**src/rtl/alu_pkg.sv**
```systemverilog
// rtl/alu_pkg.sv - shared ALU constants, divider op codes and divider FSM states
//   DIV_WIDTH      default operand/result width
//   ALUFN_DIV_GRP  alufn[5:2] value that routes an op to the divider
//   div_op_t       alufn[1:0] op select (DIVU, REMU, DIV, REM)
//   div_state_t    divider FSM states
package alu_pkg;

  localparam int DIV_WIDTH = 32;

  localparam logic [3:0] ALUFN_DIV_GRP = 4'b0011;

  typedef enum logic [1:0] {
    OP_DIVU = 2'b00,
    OP_REMU = 2'b01,
    OP_DIV  = 2'b10,
    OP_REM  = 2'b11
  } div_op_t;

  typedef enum logic [1:0] {
    IDLE = 2'd0,
    PREP = 2'd1,
    CALC = 2'd2,
    FIN  = 2'd3
  } div_state_t;

  function automatic logic is_signed_op(input logic [1:0] op);
    return (op == OP_DIV) || (op == OP_REM);
  endfunction

  function automatic logic is_rem_op(input logic [1:0] op);
    return (op == OP_REMU) || (op == OP_REM);
  endfunction

endpackage

```
**src/rtl/divide_unit_if.sv**
```systemverilog
// rtl/divide_unit_if.sv - request/result bundle between the ALU and the divider
//   master (ALU side):    drives start, alufn, a, b; observes busy, done, otp, zero, div_by_zero, overflow
//   slave (divider side): the reverse
interface divide_unit_if
  import alu_pkg::*;
#(
  parameter int WIDTH = DIV_WIDTH
) ();

  logic             start;
  logic [1:0]       alufn;
  logic [WIDTH-1:0] a;
  logic [WIDTH-1:0] b;
  logic             busy;
  logic             done;
  logic [WIDTH-1:0] otp;
  logic             zero;
  logic             div_by_zero;
  logic             overflow;

  modport master (
    output start, alufn, a, b,
    input  busy, done, otp, zero, div_by_zero, overflow
  );

  modport slave (
    input  start, alufn, a, b,
    output busy, done, otp, zero, div_by_zero, overflow
  );

endinterface

```
**src/rtl/count_leading_zeros.sv**
```systemverilog
// rtl/count_leading_zeros.sv - combinational leading-zero count
//   value_i  WIDTH-bit input word
//   count_o  number of zero bits above the highest set bit (WIDTH when value_i == 0)
module count_leading_zeros #(
  parameter int WIDTH = 32
) (
  input  logic [WIDTH-1:0]           value_i,
  output logic [$clog2(WIDTH+1)-1:0] count_o
);

  localparam int CW = $clog2(WIDTH + 1);

  // Scan upward so the highest set bit makes the final assignment.
  always_comb begin
    count_o = CW'(WIDTH);
    for (int i = 0; i < WIDTH; i++) begin
      if (value_i[i]) begin
        count_o = CW'(WIDTH - 1 - i);
      end
    end
  end

endmodule

```
**src/rtl/divide_unit.sv**
```systemverilog
// rtl/divide_unit.sv - multi-cycle restoring radix-2 divider (DIVU/REMU/DIV/REM)
//   clk, rst  rising-edge clock, asynchronous active-high reset
//   bus       divide_unit_if.slave: start/alufn/a/b in; busy/done/otp/zero/div_by_zero/overflow out
//   EARLY_EXIT_EN  when defined, skips the leading zeros of |a| so latency is 2 + WIDTH - clz(|a|)
module divide_unit
  import alu_pkg::*;
#(
  parameter int WIDTH = DIV_WIDTH
) (
  input logic           clk,
  input logic           rst,
  divide_unit_if.slave  bus
);

  localparam int CW = $clog2(WIDTH);
  localparam logic [WIDTH-1:0] MIN_VAL = {1'b1, {(WIDTH-1){1'b0}}};

  div_state_t       state_q, state_d;
  logic [1:0]       op_q, op_d;
  logic [WIDTH-1:0] a_q, a_d;
  logic [WIDTH-1:0] b_q, b_d;
  logic [WIDTH-1:0] bmag_q, bmag_d;
  // dvd_q shifts the dividend out at the top while quotient bits enter at the bottom.
  logic [WIDTH-1:0] dvd_q, dvd_d;
  logic [WIDTH-1:0] rem_q, rem_d;
  logic             qneg_q, qneg_d;
  logic             rneg_q, rneg_d;
  logic [CW-1:0]    cnt_q, cnt_d;
  logic             busy_q, busy_d;
  logic             done_q, done_d;
  logic [WIDTH-1:0] otp_q, otp_d;
  logic             zero_q, zero_d;
  logic             dbz_q, dbz_d;
  logic             ovf_q, ovf_d;

  logic             op_signed;
  logic             op_rem;
  logic [WIDTH-1:0] amag;
  logic [WIDTH:0]   rem_shift;
  logic [WIDTH:0]   rem_diff;
  logic             q_bit;
  logic [WIDTH-1:0] rem_next;
  logic [WIDTH-1:0] dvd_next;

  logic             load_res;
  logic             res_dbz;
  logic [WIDTH-1:0] res_val;

  assign op_signed = is_signed_op(op_q);
  assign op_rem    = is_rem_op(op_q);
  // Negating MIN yields MIN, which is the correct unsigned magnitude.
  assign amag      = (op_signed && a_q[WIDTH-1]) ? -a_q : a_q;

  // The shifted partial remainder can reach 2*|b|-1, so it needs one extra bit.
  // A clear top bit after the subtract means no borrow, i.e. rem_shift >= |b|.
  assign rem_shift = {rem_q, dvd_q[WIDTH-1]};
  assign rem_diff  = rem_shift - {1'b0, bmag_q};
  assign q_bit     = ~rem_diff[WIDTH];
  assign rem_next  = q_bit ? rem_diff[WIDTH-1:0] : rem_shift[WIDTH-1:0];
  assign dvd_next  = {dvd_q[WIDTH-2:0], q_bit};

`ifdef EARLY_EXIT_EN
  logic [$clog2(WIDTH+1)-1:0] lead_zeros;

  count_leading_zeros #(
    .WIDTH (WIDTH)
  ) u_clz (
    .value_i (amag),
    .count_o (lead_zeros)
  );
`endif

  function automatic logic [WIDTH-1:0] fix_sign(input logic             rem_sel,
                                                input logic [WIDTH-1:0] quo,
                                                input logic [WIDTH-1:0] rmd,
                                                input logic             quo_neg,
                                                input logic             rmd_neg);
    if (rem_sel) begin
      return rmd_neg ? -rmd : rmd;
    end
    return quo_neg ? -quo : quo;
  endfunction

  always_comb begin
    state_d  = state_q;
    op_d     = op_q;
    a_d      = a_q;
    b_d      = b_q;
    bmag_d   = bmag_q;
    dvd_d    = dvd_q;
    rem_d    = rem_q;
    qneg_d   = qneg_q;
    rneg_d   = rneg_q;
    cnt_d    = cnt_q;
    otp_d    = otp_q;
    zero_d   = zero_q;
    dbz_d    = dbz_q;
    ovf_d    = ovf_q;
    load_res = 1'b0;
    res_dbz  = 1'b0;
    res_val  = '0;

    unique case (state_q)
      IDLE: begin
        if (bus.start) begin
          a_d     = bus.a;
          b_d     = bus.b;
          op_d    = bus.alufn;
          state_d = PREP;
        end
      end

      PREP: begin
        bmag_d = (op_signed && b_q[WIDTH-1]) ? -b_q : b_q;
        qneg_d = op_signed & (a_q[WIDTH-1] ^ b_q[WIDTH-1]);
        rneg_d = op_signed & a_q[WIDTH-1];
        rem_d  = '0;
`ifdef EARLY_EXIT_EN
        dvd_d  = amag << lead_zeros;
        cnt_d  = CW'(WIDTH - 1 - int'(lead_zeros));
`else
        dvd_d  = amag;
        cnt_d  = CW'(WIDTH - 1);
`endif
        if (b_q == '0) begin
          state_d  = FIN;
          load_res = 1'b1;
          res_dbz  = 1'b1;
          res_val  = op_rem ? a_q : '1;
        end
`ifdef EARLY_EXIT_EN
        else if (amag == '0) begin
          state_d  = FIN;
          load_res = 1'b1;
          res_val  = '0;
        end
`endif
        else begin
          state_d = CALC;
        end
      end

      CALC: begin
        rem_d = rem_next;
        dvd_d = dvd_next;
        cnt_d = cnt_q - CW'(1);
        if (cnt_q == '0) begin
          state_d  = FIN;
          load_res = 1'b1;
          res_val  = fix_sign(op_rem, dvd_next, rem_next, qneg_q, rneg_q);
        end
      end

      FIN: begin
        state_d = IDLE;
      end

      default: begin
        state_d = IDLE;
      end
    endcase

    // Result and flags are captured on the edge that enters FIN.
    if (load_res) begin
      otp_d  = res_val;
      zero_d = (res_val == '0);
      dbz_d  = res_dbz;
      ovf_d  = op_signed && (a_q == MIN_VAL) && (b_q == '1);
    end

    busy_d = (state_d == PREP) || (state_d == CALC);
    done_d = (state_d == FIN);
  end

  always_ff @(posedge clk or posedge rst) begin
    if (rst) begin
      state_q <= IDLE;
    end else begin
      state_q <= state_d;
    end
  end

  always_ff @(posedge clk or posedge rst) begin
    if (rst) begin
      op_q   <= '0;
      a_q    <= '0;
      b_q    <= '0;
      bmag_q <= '0;
      dvd_q  <= '0;
      rem_q  <= '0;
      qneg_q <= 1'b0;
      rneg_q <= 1'b0;
      cnt_q  <= '0;
      busy_q <= 1'b0;
      done_q <= 1'b0;
      otp_q  <= '0;
      zero_q <= 1'b0;
      dbz_q  <= 1'b0;
      ovf_q  <= 1'b0;
    end else begin
      op_q   <= op_d;
      a_q    <= a_d;
      b_q    <= b_d;
      bmag_q <= bmag_d;
      dvd_q  <= dvd_d;
      rem_q  <= rem_d;
      qneg_q <= qneg_d;
      rneg_q <= rneg_d;
      cnt_q  <= cnt_d;
      busy_q <= busy_d;
      done_q <= done_d;
      otp_q  <= otp_d;
      zero_q <= zero_d;
      dbz_q  <= dbz_d;
      ovf_q  <= ovf_d;
    end
  end

  assign bus.busy        = busy_q;
  assign bus.done        = done_q;
  assign bus.otp         = otp_q;
  assign bus.zero        = zero_q;
  assign bus.div_by_zero = dbz_q;
  assign bus.overflow    = ovf_q;

endmodule

```
**src/flat_wrapper.sv**
```systemverilog
// flat-port wrapper written by rule: the top's interface ports become plain ports
module divide_unit_flat import alu_pkg::*;
#(
  parameter int WIDTH = DIV_WIDTH
)
  (clk, rst, bus_start, bus_alufn, bus_a, bus_b, bus_busy, bus_done, bus_otp, bus_zero, bus_div_by_zero, bus_overflow);
  divide_unit_if #(.WIDTH(WIDTH)) bus_i ();
  input logic clk;
  input logic rst;
  input wire logic [$bits(bus_i.start)-1:0] bus_start;
  input wire logic [$bits(bus_i.alufn)-1:0] bus_alufn;
  input wire logic [$bits(bus_i.a)-1:0] bus_a;
  input wire logic [$bits(bus_i.b)-1:0] bus_b;
  output wire logic [$bits(bus_i.busy)-1:0] bus_busy;
  output wire logic [$bits(bus_i.done)-1:0] bus_done;
  output wire logic [$bits(bus_i.otp)-1:0] bus_otp;
  output wire logic [$bits(bus_i.zero)-1:0] bus_zero;
  output wire logic [$bits(bus_i.div_by_zero)-1:0] bus_div_by_zero;
  output wire logic [$bits(bus_i.overflow)-1:0] bus_overflow;
  assign bus_i.start = bus_start;
  assign bus_i.alufn = bus_alufn;
  assign bus_i.a = bus_a;
  assign bus_i.b = bus_b;
  assign bus_busy = bus_i.busy;
  assign bus_done = bus_i.done;
  assign bus_otp = bus_i.otp;
  assign bus_zero = bus_i.zero;
  assign bus_div_by_zero = bus_i.div_by_zero;
  assign bus_overflow = bus_i.overflow;
  divide_unit #(.WIDTH(WIDTH)) u_core (.clk(clk), .rst(rst), .bus(bus_i));
endmodule
```
**config.mk**
```make
export PLATFORM = sky130hd
export DESIGN_NAME = divide_unit_flat
export DESIGN_NICKNAME = d
export VERILOG_FILES = /design/src/rtl/alu_pkg.sv /design/src/rtl/divide_unit_if.sv /design/src/rtl/count_leading_zeros.sv /design/src/rtl/divide_unit.sv /design/src/flat_wrapper.sv
export SDC_FILE = /design/constraint.sdc
export NUM_CORES = 1
export LEC_CHECK = 0
export ABC_AREA = 1
export BUFFER_PORTS_ARGS = -buffer_cell sky130_fd_sc_hd__buf_2
export CAP_MARGIN = 20
export CORE_MARGIN = 10
export CORE_UTILIZATION = 55
export CTS_CLUSTER_DIAMETER = 30
export DETAILED_ROUTE_END_ITERATION = 8
export GPL_TIMING_DRIVEN = 0
export PLACE_DENSITY = 0.73
export SLEW_MARGIN = 15
export SYNTH_ARGS = -nofsm -noshare
export SYNTH_HDL_FRONTEND = slang
export SYNTH_SLANG_ARGS = --single-unit
```
**constraint.sdc**
```tcl
create_clock -name clk -period 20 [get_ports clk]
set_input_delay 2 -clock clk [delete_from_list [all_inputs] [get_ports clk]]
set_output_delay 2 -clock clk [all_outputs]
set_load 0.005 [all_outputs]
```
# Word-level counts from Yosys, hierarchy flattened
# Cells that the tools add are included.
# word_totals
regBits,208
inputBits,69
output_inout_bits,37
# op_classes
addsub,6
n_eq_ne,11
n_mux,25
bitwise_logic,4
reduce_logical,13
# ops
op,count
$mux W32,10
$pmux W32 S2,3
$neg A32 Y32,4
$eq A32 B32 Y1 const B,2
$logic_not A32 Y1,2
$sub A33 B32 Y33,1
$eq A2 B2 Y1 const B,6
$pmux W5 S2,1
$pmux W2 S4,1
$mux W1,7
$eq A2 B1 Y1 const B,3
$logic_not A5 Y1,1
$sub A5 B1 Y5 const B,1
$logic_and A1 B1 Y1,4
$mux W2,2
$logic_or A1 B1 Y1,3
$and A1 B1 Y1,2
$logic_not A2 Y1,1
$pmux W1 S2,1
$reduce_and A2 Y1,1
$reduce_bool A2 Y1,1
$not A1 Y1,1
$xor A1 B1 Y1,1

# Logic depth before layout (Yosys ltp)
# Gate-level depths: netlist (run 1).
# logic_depth
depth_word,9
mapped_depth,38

# Worst setup path before layout (run 1)
# OpenSTA, ideal clock, no wires.
# synth_path
path_kind,register -> register
startpoint,register u_core.dvd_q[31]
endpoint,register u_core.zero_q (netlist: u_core.bus.zero)
setup_time_ps,116
arrival_time_ps,4168
path_slack_ps,15715
path_stages_with_launch,35
synth_period_minus_slack_ps,4285
path_cell_list,dfrtp_1 > inv_1 > ha_1 > fa_1 > inv_1 > nand2_1 > nand2_1 > nand3_1 > nand2_2 > nand2_1 > nand2_2 > nand2_4 > nand2_4 > nand2_4 > nand2_8 > buf_6 > ha_1 > inv_1 > nor3_1 > nand3_1 > nor3_1 > nand2_1 > nor2_1 > nand4_1 > nor2_1 > a31oi_1 > or2_2 > a21oi_1 > nand2_1 > nand2_1 > nor2_1 > nand2_1 > nand2_1 > nand2_1 > nand2_1
# synth_via
elab_chain_cells,9
elab_cells_between_ends,12
cone_classes,add/sub: 3; mux: 7; bitwise: 1; reduce/logical: 1
# synth_rtl
element,line_no,source
start: declaration,divide_unit.sv:24,"logic [WIDTH-1:0] dvd_q, dvd_d;"
start signal: assignment,divide_unit.sv:205,dvd_q <= dvd_d;
$sub A33 B32 Y33,divide_unit.sv:57,"assign rem_diff = rem_shift - {1'b0, bmag_q};"
$mux W32,divide_unit.sv:59,assign rem_next = q_bit ? rem_diff[WIDTH-1:0] : rem_shift[WIDTH-1:0];
$neg A32 Y32,divide_unit.sv:79,return rmd_neg ? -rmd : rmd;
$mux W32,divide_unit.sv:79,
$mux W32,divide_unit.sv:78,if (rem_sel) begin
$mux W32 (*),divide_unit.sv:81,return quo_neg ? -quo : quo;
$mux W32 (*),divide_unit.sv:147,if (cnt_q == '0) begin
$pmux W32 S2 (*),divide_unit.sv:103,unique case (state_q)
$logic_not A32 Y1 (*),divide_unit.sv:166,zero_d = (res_val == '0);
end signal: assignment,divide_unit.sv:213,zero_q <= zero_d;
end: declaration,divide_unit.sv:32,"logic zero_q, zero_d;"
# Every way passes the cells marked *; elsewhere a longest branch is shown, timed or not. The select of a mux whose other input is x is not followed.
# A chain may end at the register's enable or synchronous reset.

# Worst setup path in the final report (run 1)
# Ends and elaborated chain as after synthesis.

==> reports/summary.txt, run 1 <==
LOGIC SYNTHESIS
--------------------------------------------------------------------------------------
Post-Syn Instances                                                                2275
Total nets after synthesis                                                        2388
Area leader, netlist                                                      sky130_fd_sc_hd__dfrtp_1
Synth area leaders                                                        sky130_fd_sc_hd__dfrtp_1 (34%), sky130_fd_sc_hd__nand2_1 (15%), sky130_fd_sc_hd__inv_1 (7.2%), sky130_fd_sc_hd__nor2_1 (5.9%), sky130_fd_sc_hd__nand3_1 (5.7%)
Ys flop type                                                              sky130_fd_sc_hd__dfrtp_1
Yosys warning total                                                                  0
Cell variety after synth                                                            51
Share of async-settable or async-resettable flops after synthesis                 100%
Most frequent cell after synthesis                                        sky130_fd_sc_hd__nand2_1
Post-Synthesis Cell Area                                                     15400 µm²
Portion of the post-synthesis area used by sequential elements                   33.9%
Avg Inst Size Synth                                                           6.75 µm²
Fraction of synthesized cell area taken by the top area cell type                33.9%
Number of synthesized flops with an enable pin                                       0
Commonest cells post-synth                                                sky130_fd_sc_hd__nand2_1 (613), sky130_fd_sc_hd__inv_1 (294), sky130_fd_sc_hd__nor2_1 (242), sky130_fd_sc_hd__dfrtp_1 (208), sky130_fd_sc_hd__nand3_1 (176)
FF+latch count, synth                                                              208

SETUP PATH
--------------------------------------------------------------------------------------
Cell type with the highest occurrence count on the critical path          sky130_fd_sc_hd__nand2_1
Data arrival time of the worst path                                            6420 ps
Register-to-register setup slack                                              14060 ps
Slowest cell on crit path                                                 sky130_fd_sc_hd__a21oi_1
Endpoint of the worst-slack reg-to-reg timing path                        u_core.bus.zero$_DFFE_PP0P_
Stage delay of the slowest cell on the critical path                            430 ps
Category of the critical setup timing path                                     reg2reg
Origin of the critical flop-to-flop path                                  u_core.dvd_q[31]$_DFFE_PP0P_
FF-to-FF path depth                                                                 36
Worst path required time                                                      20490 ps
Setup crit start kind                                                        flip-flop
Type of element capturing the critical path                                  flip-flop
Largest fanout of any net on the critical path                                      10

PLACED DESIGN
--------------------------------------------------------------------------------------
IO buf count                                                                       105
Placed instance count                                                             2759
Global placer's final weighted congestion                                         1.01
Post-detailed-placement half-perimeter wirelength                             43300 µm

POWER
--------------------------------------------------------------------------------------
Leak                                                                           9.62 nW
Power density relative to cell area                                         170 nW/µm²
IR Drop Worst-Case VDD                                                        0.152 mV

TIMING
--------------------------------------------------------------------------------------
Final Cycle Share                                                                29.7%
Final total negative setup slack                                                  0 ps
Total of endpoints with negative setup slack in the final report                     0
Worst setup skew after layout                                                  38.7 ps
Max-slew violation count                                                             0
Max_slew headroom                                                                33.8%
Highest attainable clock frequency                                           0.168 GHz
RSZ-0062 raised after global routing                                             false
Final period demand of the worst path                                          5940 ps
Number of hold-slack violations in the final timing report                           0
Worst slew pin tran                                                             989 ps

DETAILED ROUTING
--------------------------------------------------------------------------------------
Average wire per standard cell                                                 19.4 µm
Antenna violation net count after detailed routing                                   0
Via count normalized by instance count                                            5.73
Total via count after detailed routing                                           16300
DRC viols                                                                            0
Violation count after the first detailed-routing iteration                        2036
Drt pass-1 iters                                                                     6
Routed wire length                                                            55100 µm

GLOBAL ROUTE
--------------------------------------------------------------------------------------
Largest net degree at the start of global routing                                  106
Congestion Overflow GR                                                               0
Vias in the first global route                                                   15500
Combined global-route utilization of all metal layers                            30.5%
Antenna violations before repair                                                     0
Global-route wire length before repair                                        85700 µm

CLOCK NETWORK
--------------------------------------------------------------------------------------
Post-CTS setup-driven buffer insertion count                                         0
Number of buffers on the longest clock path                                          3
CTS Root Buffer Type                                                      sky130_fd_sc_hd__clkbuf_16
# resized after CTS                                                                  0
TritonCTS clock tree                                                               yes
Clock slew at the register clock pins of the worst setup and hold paths          50 ps
Number of hold buffers added after cts                                               0
Number of clock sinks                                                              208
Clock buffer count from CTS                                                         47
Count of H-tree levels built during CTS                                              2
Clock latency at the later pin of the worst-skew pair                           560 ps

FLOORPLANNING
--------------------------------------------------------------------------------------
Standard-cell rows                                                                  61
Total die area                                                               35000 µm²
Core Region                                                                  27700 µm²
Initial Utilization                                                              55.4%
Die H                                                                           187 µm
Number of primary I/O pins                                                         106
Die width                                                                       187 µm

HOLD PATH
--------------------------------------------------------------------------------------
Number of cells on the worst hold path                                               2
Class of the most critical hold timing path                                    reg2reg
Hold path startpoint                                                      u_core.bus.otp[7]$_DFFE_PP0P_
Sink of the worst hold path                                               u_core.bus.otp[7]$_DFFE_PP0P_

LAYOUT
--------------------------------------------------------------------------------------
Final Net Count                                                                   2543
Proportion of layout cells with a drive suffix above 1                           12.0%
Synthesis-to-layout area growth                                                  17.3%
FILL cells                                                                        2556
Antenna cell count                                                                   0
Final cell count without fillers                                                  2845

JOB
--------------------------------------------------------------------------------------
Number of violations of the max-capacitance limit                                    0

STATUS
--------------------------------------------------------------------------------------
Result of the run                                                            completed

[cells by family after synthesis]
group | count (synthesis) | share of synthesized area (%)
muxes | 9 | 0.660
AOI/OAI and AO/OA | 357 | 13.7
xor gates and xnor gates | 71 | 4.05
adders and majority gates | 44 | 3.63
DFF | 208 | 33.9
buffers and inverters | 389 | 10.1
and+or+nand+nor | 1197 | 34.0
[power breakdown]
group          internal, mW  leakage, nW  total [mW]  switching [mW]
Clock                 0.524        0.779       0.778           0.254
Combinational         0.474         6.29        1.56            1.09
Sequential            0.571         2.56       0.725           0.154
Total                  1.57         9.62        3.07            1.50
[layout make-up]
| class | instances | area [µm²] | area share, % |
|---|---|---|---|
| Buffer | 85 | 405 | 2.25 |
| Tap cell | 378 | 473 | 2.62 |
| Clock buffer | 64 | 1310 | 7.27 |
| Timing Repair Buffer | 106 | 553 | 3.07 |
| Sequential cell | 208 | 5200 | 28.9 |
| Clock inverter | 22 | 320 | 1.78 |
| Inverter | 304 | 1150 | 6.37 |
| Multi-Input combinational cell | 1678 | 8610 | 47.8 |
[placed cells by master, fill, tap and decap left out, types with 6 or more instances in the layout]
cell type                     n
sky130_fd_sc_hd__xnor2_1     12
sky130_fd_sc_hd__nor3_1      33
sky130_fd_sc_hd__nand3b_1    14
sky130_fd_sc_hd__nand4_1     35
sky130_fd_sc_hd__ha_1        43
sky130_fd_sc_hd__a31oi_1     25
sky130_fd_sc_hd__clkinv_2     6
sky130_fd_sc_hd__nand2_2     38
sky130_fd_sc_hd__clkbuf_8     7
sky130_fd_sc_hd__o211ai_1    23
sky130_fd_sc_hd__buf_6        7
sky130_fd_sc_hd__nand3_1    176
sky130_fd_sc_hd__or2_2        9
sky130_fd_sc_hd__inv_1      293
sky130_fd_sc_hd__o21ai_0     86
sky130_fd_sc_hd__clkbuf_1    69
sky130_fd_sc_hd__nand2_1    613
sky130_fd_sc_hd__nor2_1     242
sky130_fd_sc_hd__clkbuf_16   47
sky130_fd_sc_hd__o22ai_1     34
sky130_fd_sc_hd__mux2_2       9
sky130_fd_sc_hd__dfrtp_1    208
sky130_fd_sc_hd__a21oi_1    130
sky130_fd_sc_hd__nor4_1       6
sky130_fd_sc_hd__buf_1       10
sky130_fd_sc_hd__nor2_2       9
sky130_fd_sc_hd__buf_2      111
sky130_fd_sc_hd__o221ai_1    30
sky130_fd_sc_hd__xor2_1      59
sky130_fd_sc_hd__o21ai_1      7
[metal layers]
| layer | vias up | global-route usage, % | share of wire (%) |
|---|---|---|---|
| li1 | 7742 | - | - |
| met3 | 109 | 6.08 | 9.6 |
| met5 | - | 0 | 0 |
| met2 | 792 | 45.4 | 42 |
| met4 | 0 | 9.58 | 2.7 |
| met1 | 7645 | 43.6 | 45 |
[sequential cells by signal, summed over array words and instances, names as in the netlist, 2 cells and up]
name,flops
u_core.state_q,2
u_core.b_q,32
u_core.bmag_q,32
u_core.a_q,32
u_core.op_q,2
u_core.rem_q,32
u_core.bus.otp,32
u_core.dvd_q,32
u_core.cnt_q,5
[worst max-delay path by stage]
| stage | startpoint | end | slack, ps | depth (start not counted) |
|---|---|---|---|---|
| floorplan | rst | u_core.a_q[0]$_DFFE_PP0P_ | 12320 | 1 |
| global route | u_core.dvd_q[31]$_DFFE_PP0P_ | u_core.bus.zero$_DFFE_PP0P_ | 13650 | 36 |
| CTS | u_core.dvd_q[31]$_DFFE_PP0P_ | u_core.bus.zero$_DFFE_PP0P_ | 14330 | 36 |
| global placement | rst | u_core.bus.otp[6]$_DFFE_PP0P_ | 9970 | 2 |
| finish | u_core.dvd_q[31]$_DFFE_PP0P_ | u_core.bus.zero$_DFFE_PP0P_ | 14060 | 36 |
| detailed placement | u_core.dvd_q[31]$_DFFE_PP0P_ | u_core.bus.zero$_DFFE_PP0P_ | 14420 | 36 |
[critical path, delay by kind of cell (launching register included)]
family                   cells  cell delay [ps]
AND/OR/NAND/NOR             26             3370
adder cells (fa/ha/maj)      3              900
AO/OA/AOI/OAI                3              730
buffers and inverters        4              510
flip-flops                   1              340
[stage by stage]
step	utilization (%)	power [mW]	hold slack, ps	worst slack (ps)	instance area (µm²)
floorplan	-	1.76	447	12320	15400
global placement	59.0	2.20	461	9970	16400
detailed placement	59.2	2.23	463	14420	16400
CTS	65.0	3.02	475	14330	18000
global route	65.0	3.26	494	13650	18000
finish	65.0	3.07	474	14060	18000
Power figures use the tool's default switching activity.
==> inputs of run 2 (changes only) <==
- PLACE_DENSITY: 0.73 -> 0.76
- clock period: 20 -> 5 ns (I/O delays scaled with it)
==> reports/summary.txt, run 2 (synthesized netlist as in run 1, its figures left out) <==
PLACED DESIGN
--------------------------------------------------------------------------------------
Placed instance count                                                             2764
Worst Setup Slack post-DPL                                                     -652 ps
IO buf count                                                                       105
Global placer's final weighted congestion                                         1.02
Post-detailed-placement half-perimeter wirelength                             43200 µm

FLOORPLANNING
--------------------------------------------------------------------------------------
Die width                                                                       187 µm
Initial Utilization                                                              55.4%
Die H                                                                           187 µm
Standard-cell rows                                                                  61
Total die area                                                               35000 µm²
Core Region                                                                  27700 µm²
Number of primary I/O pins                                                         106

TIMING
--------------------------------------------------------------------------------------
Final Cycle Share                                                                96.8%
Final period demand of the worst path                                          4840 ps
Number of hold-slack violations in the final timing report                           0
Highest attainable clock frequency                                           0.207 GHz
Final total negative setup slack                                                  0 ps
Max_slew headroom                                                                29.9%
Max-slew violation count                                                             0
Smallest setup slack after layout                                               162 ps
Worst setup skew after layout                                                  11.4 ps
Worst slew pin tran                                                            1050 ps
Total of endpoints with negative setup slack in the final report                     0

SETUP PATH
--------------------------------------------------------------------------------------
Type of element capturing the critical path                                  flip-flop
Data arrival time of the worst path                                            5330 ps
Largest fanout of any net on the critical path                                       5
Slowest cell on crit path                                                 sky130_fd_sc_hd__fa_2
Cell type with the highest occurrence count on the critical path          sky130_fd_sc_hd__nand2_1
Category of the critical setup timing path                                     reg2reg
Worst path required time                                                       5490 ps
Setup crit start kind                                                        flip-flop
Stage delay of the slowest cell on the critical path                            410 ps

LAYOUT
--------------------------------------------------------------------------------------
Final core area utilization                                                      66.7%
Final Net Count                                                                   2560
Commonest cells after routing, fill and taps aside                        sky130_fd_sc_hd__nand2_1 (609), sky130_fd_sc_hd__inv_1 (290), sky130_fd_sc_hd__nor2_1 (240), sky130_fd_sc_hd__dfrtp_1 (207), sky130_fd_sc_hd__nand3_1 (174)
Final cell count without fillers                                                  2864
Proportion of layout cells with a drive suffix above 1                           13.8%
Most common cell after layout, fill and taps aside                        sky130_fd_sc_hd__nand2_1
Synthesis-to-layout area growth                                                  20.4%

CLOCK NETWORK
--------------------------------------------------------------------------------------
Count of H-tree levels built during CTS                                              2
Number of hold buffers added after cts                                               0
Clock slew at the register clock pins of the worst setup and hold paths          50 ps
CTS Root Buffer Type                                                      sky130_fd_sc_hd__clkbuf_16
Clock latency at the later pin of the worst-skew pair                           550 ps
TritonCTS clock tree                                                               yes
Number of buffers on the longest clock path                                          3
Number of clock sinks                                                              208
Clock buffer count from CTS                                                         49

GLOBAL ROUTE
--------------------------------------------------------------------------------------
Largest net degree at the start of global routing                                   36
Congestion Overflow GR                                                               0
Combined global-route utilization of all metal layers                            30.0%
Global-route wire length before repair                                        84800 µm
Antenna violations before repair                                                     2
Vias in the first global route                                                   15600

DETAILED ROUTING
--------------------------------------------------------------------------------------
Total via count after detailed routing                                           16500
Average wire per standard cell                                                 19.1 µm
Violation count after the first detailed-routing iteration                        1661
Drt pass-1 iters                                                                     8
Antenna violation net count after detailed routing                                   0
DRC viols                                                                            0
Routed wire length                                                            54600 µm
Via count normalized by instance count                                            5.75

POWER
--------------------------------------------------------------------------------------
Leak                                                                           9.79 nW
IR Drop Worst-Case VDD                                                        0.483 mV
Total power                                                                    12.7 mW
Power density relative to cell area                                         687 nW/µm²

STATUS
--------------------------------------------------------------------------------------
Result of the run                                                            completed

HOLD PATH
--------------------------------------------------------------------------------------
Class of the most critical hold timing path                                   in2async

JOB
--------------------------------------------------------------------------------------
Number of violations of the max-capacitance limit                                    0

[run 2: final cells by class]
| type | instances | area (µm²) |
|---|---|---|
| diodes | 1 | 2.50 |
| plain buffers | 84 | 394 |
| clock buffers | 58 | 1310 |
| clock inverters | 31 | 492 |
| fillers | 2500 | 9220 |
| inverters | 304 | 1140 |
| multi-input cells | 1678 | 8720 |
| flip-flops and latches | 208 | 5210 |
| well taps | 378 | 473 |
| repair buffers | 122 | 748 |
[run 2: through the flow]
| stage | instance area [µm²] | hold WS (ps) |
|---|---|---|
| floorplan | 15400 | 447 |
| global placement | 16400 | 461 |
| detailed placement | 16500 | 465 |
| CTS | 18300 | 37.0 |
| global route | 18500 | 64.7 |
| finish | 18500 | 25.9 |
[run 2: path summary, 6_finish.rpt]
path / from / to / slack [ps] / cells past startpoint
setup / recovery: u_core.dvd_q[31]$_DFFE_PP0P_ / u_core.bus.zero$_DFFE_PP0P_ / 160 / 35
hold / removal: rst / u_core.b_q[18]$_DFFE_PP0P_ / 30 / 2
setup reg to reg: u_core.dvd_q[31]$_DFFE_PP0P_ / u_core.bus.zero$_DFFE_PP0P_ / 160 / 35
hold reg to reg: u_core.bus.otp[7]$_DFFE_PP0P_ / u_core.bus.otp[7]$_DFFE_PP0P_ / 470 / 2
max in group asynchronous: rst / u_core.a_q[9]$_DFFE_PP0P_ / 3970 / 5
min in group clk: bus_a[29] / u_core.a_q[29]$_DFFE_PP0P_ / 180 / 2
[run 2: critical path: cells and delay by family, from the launching register on]
family | cells | cell delay, ps
fa+ha+maj | 3 | 740
flops | 1 | 360
compound gates | 3 | 510
simple gates | 26 | 2930
buf+inv | 3 | 220
[run 2: routing by layer]
layer	vias to the layer above	share of wire, %	GRT usage (%)
met4	2	2.7	9.24
met1	7754	44	42.0
met3	101	10	7.42
met2	827	43	44.7
met5	-	0.024	0
li1	7786	-	-
[run 2: what timing repair did]
action	in CTS	in global routing
resized for setup	9	19
setup endpoints to repair	4	5
pin swaps	4	17
setup buffers	2	9
[run 2: where the power goes]
part | total, mW | switching (mW) | internal, mW
sequential | 2.91 | 0.625 | 2.28
combinational | 6.33 | 4.39 | 1.94
clock | 3.47 | 1.08 | 2.40
==> inputs of run 3 (changes only) <==
- BUFFER_PORTS_ARGS: -buffer_cell sky130_fd_sc_hd__buf_2 -> unset
- CORE_MARGIN: 10 -> unset
- CORE_UTILIZATION: 55 -> 48
- DONT_BUFFER_PORTS: unset -> 1
- PLACE_DENSITY: 0.76 -> 0.64
==> reports/summary.txt, run 3 (synthesized netlist as in run 1, its figures left out) <==
CLOCK NETWORK
--------------------------------------------------------------------------------------
Number of clock sinks                                                              208
CTS Root Buffer Type                                                      sky130_fd_sc_hd__clkbuf_16
TritonCTS clock tree                                                               yes
Count of H-tree levels built during CTS                                              2
Clock latency at the later pin of the worst-skew pair                           590 ps
Clock slew at the register clock pins of the worst setup and hold paths          50 ps
Number of buffers on the longest clock path                                          3
Clock buffer count from CTS                                                         51

TIMING
--------------------------------------------------------------------------------------
Final Cycle Share                                                                97.4%
Highest attainable clock frequency                                           0.205 GHz
WHS                                                                            59.9 ps
Smallest setup slack after layout                                               131 ps
Total of endpoints with negative setup slack in the final report                     0
Max-slew violation count                                                             0
Worst setup skew after layout                                                  27.8 ps
Max_slew headroom                                                                32.2%
RSZ-0062 raised after global routing                                              true
Worst slew pin tran                                                            1010 ps
Number of hold-slack violations in the final timing report                           0
Final period demand of the worst path                                          4870 ps
Final total negative setup slack                                                  0 ps

LAYOUT
--------------------------------------------------------------------------------------
Most common cell after layout, fill and taps aside                        sky130_fd_sc_hd__nand2_1
Final Net Count                                                                   2466
Antenna cell count                                                                   0
Final core area utilization                                                      57.5%
Synthesis-to-layout area growth                                                  18.2%
Final cell count without fillers                                                  2795
Commonest cells after routing, fill and taps aside                        sky130_fd_sc_hd__nand2_1 (607), sky130_fd_sc_hd__inv_1 (290), sky130_fd_sc_hd__nor2_1 (240), sky130_fd_sc_hd__dfrtp_1 (207), sky130_fd_sc_hd__nand3_1 (174)
Post-route cell area                                                         18100 µm²
Proportion of layout cells with a drive suffix above 1                           10.5%

POWER
--------------------------------------------------------------------------------------
Power density relative to cell area                                         708 nW/µm²
IR Drop Worst-Case VDD                                                        0.576 mV
Total power                                                                    12.8 mW
Leak                                                                           9.38 nW

FLOORPLANNING
--------------------------------------------------------------------------------------
Core Region                                                                  31600 µm²
Total die area                                                               32700 µm²
Die H                                                                           181 µm
Standard-cell rows                                                                  65
Initial Utilization                                                              48.7%
Number of primary I/O pins                                                         106
Die width                                                                       181 µm

SETUP PATH
--------------------------------------------------------------------------------------
Setup crit start kind                                                        flip-flop
Data arrival time of the worst path                                            5370 ps
Largest fanout of any net on the critical path                                       4
Endpoint of the worst-slack reg-to-reg timing path                        u_core.bus.zero$_DFFE_PP0P_
Slowest cell on crit path                                                 sky130_fd_sc_hd__dfrtp_2
Register-to-register setup slack                                                130 ps
FF-to-FF path depth                                                                 34
Count of buffering cells on the critical path with inverters included                2
Stage delay of the slowest cell on the critical path                            450 ps
Type of element capturing the critical path                                  flip-flop
Crit. Startpoint                                                          u_core.bmag_q[0]$_DFFE_PP0P_
Cell type with the highest occurrence count on the critical path          sky130_fd_sc_hd__nand2_2
Worst path required time                                                       5500 ps
Category of the critical setup timing path                                     reg2reg
Top Family by Delay on Critical Path                                      simple AND/OR/NAND/NOR gates
Origin of the critical flop-to-flop path                                  u_core.bmag_q[0]$_DFFE_PP0P_

GLOBAL ROUTE
--------------------------------------------------------------------------------------
Combined global-route utilization of all metal layers                            33.7%
Global-route wire length before repair                                        84800 µm
Antenna violations before repair                                                     0
Congestion Overflow GR                                                               0
Vias in the first global route                                                   15000
Largest net degree at the start of global routing                                   37

DETAILED ROUTING
--------------------------------------------------------------------------------------
Total via count after detailed routing                                           15800
Via count normalized by instance count                                            5.65
Drt pass-1 iters                                                                     6
Average wire per standard cell                                                 19.7 µm
DRC viols                                                                            0
Violation count after the first detailed-routing iteration                        1562
Antenna violation net count after detailed routing                                   0
Routed wire length                                                            55000 µm

PLACED DESIGN
--------------------------------------------------------------------------------------
Worst Setup Slack post-DPL                                                     -679 ps
Placed Area                                                                  16000 µm²
Global placer's final weighted congestion                                        0.976
IO buf count                                                                         0
Post-detailed-placement half-perimeter wirelength                             43300 µm
Placed instance count                                                             2683

JOB
--------------------------------------------------------------------------------------
Number of violations of the max-capacitance limit                                    0

HOLD PATH
--------------------------------------------------------------------------------------
Sink of the worst hold path                                               u_core.a_q[16]$_DFFE_PP0P_
Class of the most critical hold timing path                                     in2reg
Number of cells on the worst hold path                                               1
Hold path startpoint                                                         bus_a[16]

STATUS
--------------------------------------------------------------------------------------
Result of the run                                                            completed

-- run 3: changes by cell type in the layout (fill, tap and decap cells not counted), sizes merged --
| cell | delta |
|---|---|
| clkbuf | +1 |
| inv | -5 |
| clkinv | +3 |
| buf | -97 |
| diode | -1 |
| clkinvlp | +5 |
| dlygate4sd3 | +1 |
-- run 3: cell type report --
class	instances	area, µm²
clock buffers	59	1370
inverters	304	1150
well taps	402	503
fillers	3110	13400
plain buffers	84	394
multi-input cells	1678	8720
clock inverters	34	519
flip-flops and latches	208	5210
repair buffers	26	293
-- run 3: worst max-delay path by stage --
stage	end	slack, ps	cells after the start
6_report	u_core.bus.zero$_DFFE_PP0P_	130	34
5_1_grt	u_core.bus.zero$_DFFE_PP0P_	-120	35
2_1_floorplan	u_core.bus.zero$_DFFE_PP0P_	720	34
3_5_place_dp	u_core.bus.zero$_DFFE_PP0P_	-680	36
3_3_place_gp	u_core.bus.zero$_DFFE_PP0P_	-710	36
4_1_cts	u_core.bus.zero$_DFFE_PP0P_	80	33
-- run 3: per-layer routing --
metal,global-route usage [%],part of all wire (%),up-vias
met2,49.9,42,680
li1,-,-,7591
met5,0,0,-
met3,7.20,9.2,103
met4,11.5,2.9,0
met1,48.6,46,7422
-- run 3: worst reg2reg max path, delay by kind of cell, from the launching register on --
family | cells | cell delay, ps
AOI/OAI and AO/OA | 3 | 490
adders and majority gates | 3 | 750
buffers and inverters | 2 | 130
DFF | 1 | 450
and+or+nand+nor | 26 | 2960
-- run 3: power breakdown --
part | leakage (nW) | switching (mW) | internal, mW
logic | 5.94 | 4.38 | 1.96
registers | 2.56 | 0.628 | 2.28
clock network | 0.883 | 1.11 | 2.47
-- run 3: repair_timing --
action                                  4_1_cts  5_1_grt
pin swaps                                     4       21
hold endpoints to repair                     20        0
buffers inserted                              2       17
gates resized for setup                       9       22
hold buffers                                  1        0
endpoints found under the setup margin        7        7
